==> config.mk <==
export PLATFORM = sky130hd
export DESIGN_NAME = map_read_arbiter_flat
export DESIGN_NICKNAME = d
export VERILOG_FILES = /design/src/rtl/map_read_arbiter_if.sv /design/src/rtl/map_read_arbiter.sv /design/src/flat_wrapper.sv
export SDC_FILE = /design/constraint.sdc
export NUM_CORES = 1
export LEC_CHECK = 0
export ABC_AREA = 1
export CELL_PAD_IN_SITES_DETAIL_PLACEMENT = 1
export CELL_PAD_IN_SITES_GLOBAL_PLACEMENT = 2
export CORE_MARGIN = 5
export CORE_UTILIZATION = 32
export CTS_CLUSTER_SIZE = 24
export DETAILED_ROUTE_END_ITERATION = 10
export PLACE_DENSITY_LB_ADDON = 0.3
export SLEW_MARGIN = 20
export SYNTH_ARGS = -nofsm -noshare
export SYNTH_HDL_FRONTEND = slang
export SYNTH_SLANG_ARGS = --single-unit
==> constraint.sdc <==
create_clock -name pixel_clk_in -period 3.2 [get_ports pixel_clk_in]
set_input_delay 0.64 -clock pixel_clk_in [delete_from_list [all_inputs] [get_ports pixel_clk_in]]
set_output_delay 0.64 -clock pixel_clk_in [all_outputs]
set_load 0.01 [all_outputs]
==> src/rtl/map_read_arbiter_if.sv <==
// rtl/map_read_arbiter_if.sv - engine/BROM side signals of the map read arbiter

interface map_read_arbiter_if #(
  parameter int NUM_DDA = 4,
  parameter int AW      = 10
);
  logic [NUM_DDA-1:0]    map_request_in;
  logic [NUM_DDA*AW-1:0] map_addra_in;
  logic [2:0]            map_data_out;
  logic [NUM_DDA-1:0]    map_data_ready_out;
  logic [AW-1:0]         bram_addr_out;
  logic                  bram_en_out;
  logic [2:0]            bram_data_in;
  logic [NUM_DDA-1:0]    pending_out;

  modport slave (
    input  map_request_in, map_addra_in, bram_data_in,
    output map_data_out, map_data_ready_out, bram_addr_out, bram_en_out, pending_out
  );

  modport master (
    output map_request_in, map_addra_in, bram_data_in,
    input  map_data_out, map_data_ready_out, bram_addr_out, bram_en_out, pending_out
  );
endinterface

==> src/rtl/map_read_arbiter.sv <==
// rtl/map_read_arbiter.sv - round-robin sharing of the map BROM read port between DDA engines
// Requests are latched per engine, one is granted per cycle, and a tag pipe routes results back.

module map_read_arbiter #(
  parameter int NUM_DDA      = 4,
  parameter int N            = 24,
  parameter int BRAM_LATENCY = 2,
  parameter int OOB_VALUE    = 1
)(
  input  logic              pixel_clk_in,
  input  logic              rst_in,
  map_read_arbiter_if.slave bus
);
  localparam int             AW    = $clog2(N*N);
  localparam int             IW    = $clog2(NUM_DDA);
  localparam logic [AW:0]    CELLS = (AW+1)'(N*N);
  localparam logic [2:0]     OOB3  = 3'(OOB_VALUE);

  logic [NUM_DDA-1:0]    r_pending;
  logic [AW-1:0]         r_addr_q [NUM_DDA];
  logic [IW-1:0]         r_rr_ptr;
  logic [BRAM_LATENCY:0] r_tag_v;
  logic [BRAM_LATENCY:0] r_tag_oob;
  logic [IW-1:0]         r_tag_id [BRAM_LATENCY+1];
  logic [AW-1:0]         r_bram_addr;
  logic                  r_bram_en;
  logic [2:0]            r_data;
  logic [NUM_DDA-1:0]    r_ready;

  logic          w_grant_valid;
  logic [IW-1:0] w_grant_id;
  logic [IW-1:0] w_cand;
  logic          w_oob;

  // Scan from farthest to nearest so the nearest pending engine after rr_ptr wins.
  always_comb begin
    w_grant_valid = 1'b0;
    w_grant_id    = '0;
    w_cand        = '0;
    for (int k = NUM_DDA; k >= 1; k--) begin
      w_cand = IW'((int'(r_rr_ptr) + k) % NUM_DDA);
      if (r_pending[w_cand]) begin
        w_grant_valid = 1'b1;
        w_grant_id    = w_cand;
      end
    end
  end

  assign w_oob = ({1'b0, r_addr_q[w_grant_id]} >= CELLS);

  always_ff @(posedge pixel_clk_in) begin
    if (rst_in) begin
      r_pending   <= '0;
      r_rr_ptr    <= IW'(NUM_DDA-1);
      r_tag_v     <= '0;
      r_tag_oob   <= '0;
      r_bram_addr <= '0;
      r_bram_en   <= 1'b0;
      r_data      <= '0;
      r_ready     <= '0;
      for (int i = 0; i < NUM_DDA; i++) r_addr_q[i] <= '0;
      for (int k = 0; k <= BRAM_LATENCY; k++) r_tag_id[k] <= '0;
    end else begin
      r_bram_en <= w_grant_valid && !w_oob;
      if (w_grant_valid) begin
        r_pending[w_grant_id] <= 1'b0;
        r_rr_ptr              <= w_grant_id;
        if (!w_oob) r_bram_addr <= r_addr_q[w_grant_id];
      end
      // Capture after the grant clear so a same-cycle re-request stays pending.
      for (int i = 0; i < NUM_DDA; i++) begin
        if (bus.map_request_in[i]) begin
          r_pending[i] <= 1'b1;
          r_addr_q[i]  <= bus.map_addra_in[i*AW +: AW];
        end
      end
      r_tag_v     <= {r_tag_v[BRAM_LATENCY-1:0], w_grant_valid};
      r_tag_oob   <= {r_tag_oob[BRAM_LATENCY-1:0], w_oob};
      r_tag_id[0] <= w_grant_id;
      for (int k = 1; k <= BRAM_LATENCY; k++) r_tag_id[k] <= r_tag_id[k-1];
      if (r_tag_v[BRAM_LATENCY]) begin
        r_data  <= r_tag_oob[BRAM_LATENCY] ? OOB3 : bus.bram_data_in;
        r_ready <= NUM_DDA'(1) << r_tag_id[BRAM_LATENCY];
      end else begin
        r_ready <= '0;
      end
    end
  end

  assign bus.pending_out        = r_pending;
  assign bus.bram_addr_out      = r_bram_addr;
  assign bus.bram_en_out        = r_bram_en;
  assign bus.map_data_out       = r_data;
  assign bus.map_data_ready_out = r_ready;
endmodule

==> src/flat_wrapper.sv <==
// flat-port wrapper written by rule: the top's interface ports become plain ports
module map_read_arbiter_flat 
#(
  parameter int NUM_DDA      = 4,
  parameter int N            = 24,
  parameter int BRAM_LATENCY = 2,
  parameter int OOB_VALUE    = 1
)
  (pixel_clk_in, rst_in, bus_map_request_in, bus_map_addra_in, bus_bram_data_in, bus_map_data_out, bus_map_data_ready_out, bus_bram_addr_out, bus_bram_en_out, bus_pending_out);
  map_read_arbiter_if #(.NUM_DDA(NUM_DDA), .AW((10))) bus_i ();
  input  logic pixel_clk_in;
  input  logic rst_in;
  input wire logic [$bits(bus_i.map_request_in)-1:0] bus_map_request_in;
  input wire logic [$bits(bus_i.map_addra_in)-1:0] bus_map_addra_in;
  input wire logic [$bits(bus_i.bram_data_in)-1:0] bus_bram_data_in;
  output wire logic [$bits(bus_i.map_data_out)-1:0] bus_map_data_out;
  output wire logic [$bits(bus_i.map_data_ready_out)-1:0] bus_map_data_ready_out;
  output wire logic [$bits(bus_i.bram_addr_out)-1:0] bus_bram_addr_out;
  output wire logic [$bits(bus_i.bram_en_out)-1:0] bus_bram_en_out;
  output wire logic [$bits(bus_i.pending_out)-1:0] bus_pending_out;
  assign bus_i.map_request_in = bus_map_request_in;
  assign bus_i.map_addra_in = bus_map_addra_in;
  assign bus_i.bram_data_in = bus_bram_data_in;
  assign bus_map_data_out = bus_i.map_data_out;
  assign bus_map_data_ready_out = bus_i.map_data_ready_out;
  assign bus_bram_addr_out = bus_i.bram_addr_out;
  assign bus_bram_en_out = bus_i.bram_en_out;
  assign bus_pending_out = bus_i.pending_out;
  map_read_arbiter #(.NUM_DDA(NUM_DDA), .N(N), .BRAM_LATENCY(BRAM_LATENCY), .OOB_VALUE(OOB_VALUE)) u_core (.pixel_clk_in(pixel_clk_in), .rst_in(rst_in), .bus(bus_i));
endmodule
==> impl_metrics.py <==
metrics = {
    "setup_path": {
        "worstPathArrival_ps": 2900,
        "critical_path_peak_fanout": 20,
        "worst-endpoint-required_ps": 3450,
        "worstSetupPathType": "reg2reg",
        "timing.critical_path.from_type": "flip-flop",
        "reg2regPathDepth": 17,
        "crit_path_end_kind": "flip-flop",
    },
    "routing": {
        "antenna_violating_nets_post_route": 0,
        "highest-signal-layer": "met4",
        "overall_routed_net_length_um": 7952,
        "via_per_inst": 4.391,
        "drt-initial-drc-count": 99,
        "vias": 2617,
        "wl_met2_um": 3949,
        "met3WireLength_um": 324,
        "routed_wire_length_per_instance_um": 13.34,
        "route.layer.met1.wl_um": 3464,
        "drtPass1Iterations": 4,
        "drcViolationCount": 0,
    },
    "clocking": {
        "cts_max_level": 3,
        "cts-root-buf": "sky130_fd_sc_hd__clkbuf_8",
        "clk_transition_reported_paths_ps": 90,
        "cts_repair_resize_count": 0,
        "tritoncts.num_buffers": 9,
        "cts_setup_buffers": 0,
        "largest_buffer_count_on_any_clock_path": 2,
        "cts_hold_buf": 0,
        "cts_tree": "yes",
        "clkSinkCount": 76,
        "worst_skew_pair.late_latency_ps": 350,
    },
    "power_and_ir_drop": {
        "peakVddDrop_v": 0.0002461,
        "power.density_nw_per_um2": 856.5,
        "leakage_uw": 0.001962,
    },
    "place": {
        "detailedPlace.worstSlack_ps": 535.7,
        "place.port_buffers": 70,
        "dp_hpwl_um": 6182,
        "gpl.final_weighted_congestion": 0.7685,
        "dp_cells": 580,
        "placedInstanceArea_um2": 4145,
    },
    "synth": {
        "post_synth_inst_count": 386,
        "synthDistinctLibCells": 29,
        "seq_area_frac_synth": 0.5721,
        "synthDominantAreaCellType": "sky130_fd_sc_hd__edfxtp_1",
        "postSynthAreaPerCell_um2": 8.703,
        "fraction_of_synthesized_cell_area_taken_by_the_top_area_cell_type": 0.3575,
        "post_synth_main_area_contributors": "sky130_fd_sc_hd__edfxtp_1 36%, sky130_fd_sc_hd__dfxtp_1 21%, sky130_fd_sc_hd__nand2_1 7.8%",
        "ys.warnings.count": 0,
        "synth_nets": 435,
        "synth_seq_cells": 76,
        "synthesis.area_um2": 3359,
    },
    "timing": {
        "hold_viol_final": 0,
        "timing.final.ws_setup_ps": 548.1,
        "finalClockSkew_ps": 11.53,
        "worst_hold_slack_ps": 398.8,
        "setup_repair_after_global_routing_missed_its_margin": "false",
        "tightest_slew_ps": 738.3,
        "final.min_clock_period_ps": 2652,
        "final_min_period_over_clock_period": 0.8287,
        "setup_viol_count_final": 0,
        "slew_limit_headroom": 0.5073,
        "fin_tns_setup_ps": 0,
        "timing.fmax_mhz": 377.1,
        "slew_violations": 0,
    },
    "flow_run": {
        "maxCapViolations": 0,
    },
    "grt": {
        "grt_antenna_before_repair": 0,
        "global_route.overflow_total": 0,
        "grt_pass1_vias": 2794,
        "grt_first_pass_wirelength_um": 13080,
        "grt_start_max_net_pins": 23,
        "grt_usage": 0.1304,
    },
    "cells_and_area": {
        "drive_above_1_share": 0.1065,
        "antenna_cells_inserted": 0,
        "final_net_count": 504,
        "syn_to_final_growth_pct": 29.09,
        "non_filler_instance_count_after_layout": 596,
        "layout.cell_area.non_filler_um2": 4337,
        "multi_input_comb_area_um2": 1075,
        "n_fill_cell": 1248,
        "register_area_um2": 1922,
    },
    "floorplan": {
        "placementRows": 37,
        "floorplan_core_area_um2": 10280,
        "ioPinCount": 71,
        "die_area_um2": 12650,
        "die_y_um": 112.5,
        "floorplan.initialDensity": 0.3269,
        "die_x_um": 112.5,
    },
    "run_status": {
        "run_status": "finished clean",
    },
    "hold_path": {
        "timing.hold.worst_path_depth": 2,
        "worstHoldPathType": "reg2reg",
    },
}
==> Yosys cell counts, drive strengths merged <==
cell,number
nor3,2
nor2,71
or2,3
inv,68
a21oi,19
nand2,83
buf,9
o31ai,3
edfxtp,40
nand4,1
clkbuf,5
nand3,36
o21ai,4
dfxtp,36
nand3b,4
o211ai,2
==> cell families (layout without fill, tap and decap cells) <==
family / Yosys count / after routing / synth area share
AOI/OAI and AO/OA: 28 / 28 / 0.04767
buffers and inverters: 82 / 156 / 0.1080
and+or+nand+nor: 200 / 200 / 0.2723
DFF: 76 / 76 / 0.5721
==> where the power goes <==
group | internal (µW) | switching (µW) | total (µW)
logic | 629 | 1110 | 1740
clock network | 334 | 372 | 706
registers | 1190 | 81.4 | 1270
total | 2150 | 1570 | 3710
==> state kept, by name, summed over array words and instances (netlist names) <==
name,flops
u_core.bus.bram_addr_out,10
u_core.bus.bram_en_out,1
u_core.bus.pending_out,4
u_core.r_tag_v,3
u_core.bus.map_data_out,3
u_core.r_rr_ptr,2
u_core.r_tag_oob,3
u_core.r_tag_id,6
u_core.bus.map_data_ready_out,4
u_core.r_addr_q,40
==> final timing paths <==
path,end,slack (ps),start
setup / recovery,u_core.bus.bram_addr_out[1],550,u_core.r_rr_ptr[0]
hold / removal,u_core.r_tag_oob[2],400,u_core.r_tag_oob[1]
setup reg to reg,u_core.bus.bram_addr_out[1],550,u_core.r_rr_ptr[0]
hold reg to reg,u_core.r_tag_oob[2],400,u_core.r_tag_oob[1]
==> critical path, stage by stage, from the launching register on <==
cell and delay [ps]:
sky130_fd_sc_hd__dfxtp_1 590, sky130_fd_sc_hd__nand2_1 130, sky130_fd_sc_hd__o21ai_2 120, sky130_fd_sc_hd__nand2_1 90
sky130_fd_sc_hd__nand2_1 80, sky130_fd_sc_hd__nand2_2 70, sky130_fd_sc_hd__nand2_1 90, sky130_fd_sc_hd__nand2_1 70
sky130_fd_sc_hd__nand2_2 270, sky130_fd_sc_hd__nand2_1 90, sky130_fd_sc_hd__nand2_1 90, sky130_fd_sc_hd__nand2_1 60
sky130_fd_sc_hd__nand2_1 110, sky130_fd_sc_hd__nand3_1 100, sky130_fd_sc_hd__nand2_2 330, sky130_fd_sc_hd__nand3_1 120
sky130_fd_sc_hd__nand2_1 100, sky130_fd_sc_hd__nor2_1 40
==> area by class of cell <==
type | instances | area share
Sequential cell | 76 | 0.4432
Multi-Input combinational cell | 228 | 0.2478
Timing Repair Buffer | 72 | 0.1650
Inverter | 68 | 0.06059
Tap cell | 136 | 0.03924
Clock buffer | 10 | 0.03433
Clock inverter | 6 | 0.009810
==> metrics by stage <==
| stage | total power (µW) | util |
|---|---|---|
| floorplan | 2653 | - |
| CTS | 3762 | 0.4220 |
| global placement | 3022 | 0.4033 |
| global route | 4034 | 0.4220 |
| finish | 3714 | 0.4220 |
| detailed placement | 3060 | 0.4033 |
==> layout by cell type, fill, tap and decap left out <==
cell / synthesis / routed
sky130_fd_sc_hd__a21oi_1: 18 / 18
sky130_fd_sc_hd__a21oi_2: 1 / 1
sky130_fd_sc_hd__buf_4: 2 / 2
sky130_fd_sc_hd__clkbuf_16: 0 / 1
sky130_fd_sc_hd__clkbuf_8: 0 / 9
sky130_fd_sc_hd__clkdlybuf4s50_1: 0 / 70
sky130_fd_sc_hd__clkinv_4: 0 / 1
sky130_fd_sc_hd__dfxtp_1: 36 / 36
sky130_fd_sc_hd__edfxtp_1: 40 / 40
sky130_fd_sc_hd__inv_1: 63 / 64
sky130_fd_sc_hd__inv_2: 3 / 3
sky130_fd_sc_hd__inv_4: 1 / 3
sky130_fd_sc_hd__inv_6: 1 / 3
sky130_fd_sc_hd__nand2_1: 70 / 70
sky130_fd_sc_hd__nand2_2: 12 / 12
sky130_fd_sc_hd__nand2_4: 1 / 1
sky130_fd_sc_hd__nand3_1: 31 / 31
sky130_fd_sc_hd__nand3_2: 5 / 5
sky130_fd_sc_hd__nand3b_1: 3 / 3
sky130_fd_sc_hd__nand3b_4: 1 / 1
sky130_fd_sc_hd__nand4_2: 1 / 1
sky130_fd_sc_hd__nor2_1: 69 / 69
sky130_fd_sc_hd__nor2_2: 1 / 1
sky130_fd_sc_hd__nor2_4: 1 / 1
sky130_fd_sc_hd__nor3_1: 2 / 2
sky130_fd_sc_hd__o211ai_1: 2 / 2
sky130_fd_sc_hd__o21ai_0: 3 / 3
sky130_fd_sc_hd__o21ai_2: 1 / 1
sky130_fd_sc_hd__o31ai_1: 3 / 3
sky130_fd_sc_hd__or2_2: 3 / 3
==> routing by layer <==
layer	GRT usage	up-vias
met2	0.2233	55
li1	-	1338
met1	0.1546	1207
met3	0.03612	17
met5	0	-
met4	0.05208	0
Note: power is estimated with default switching activity, not from simulation.
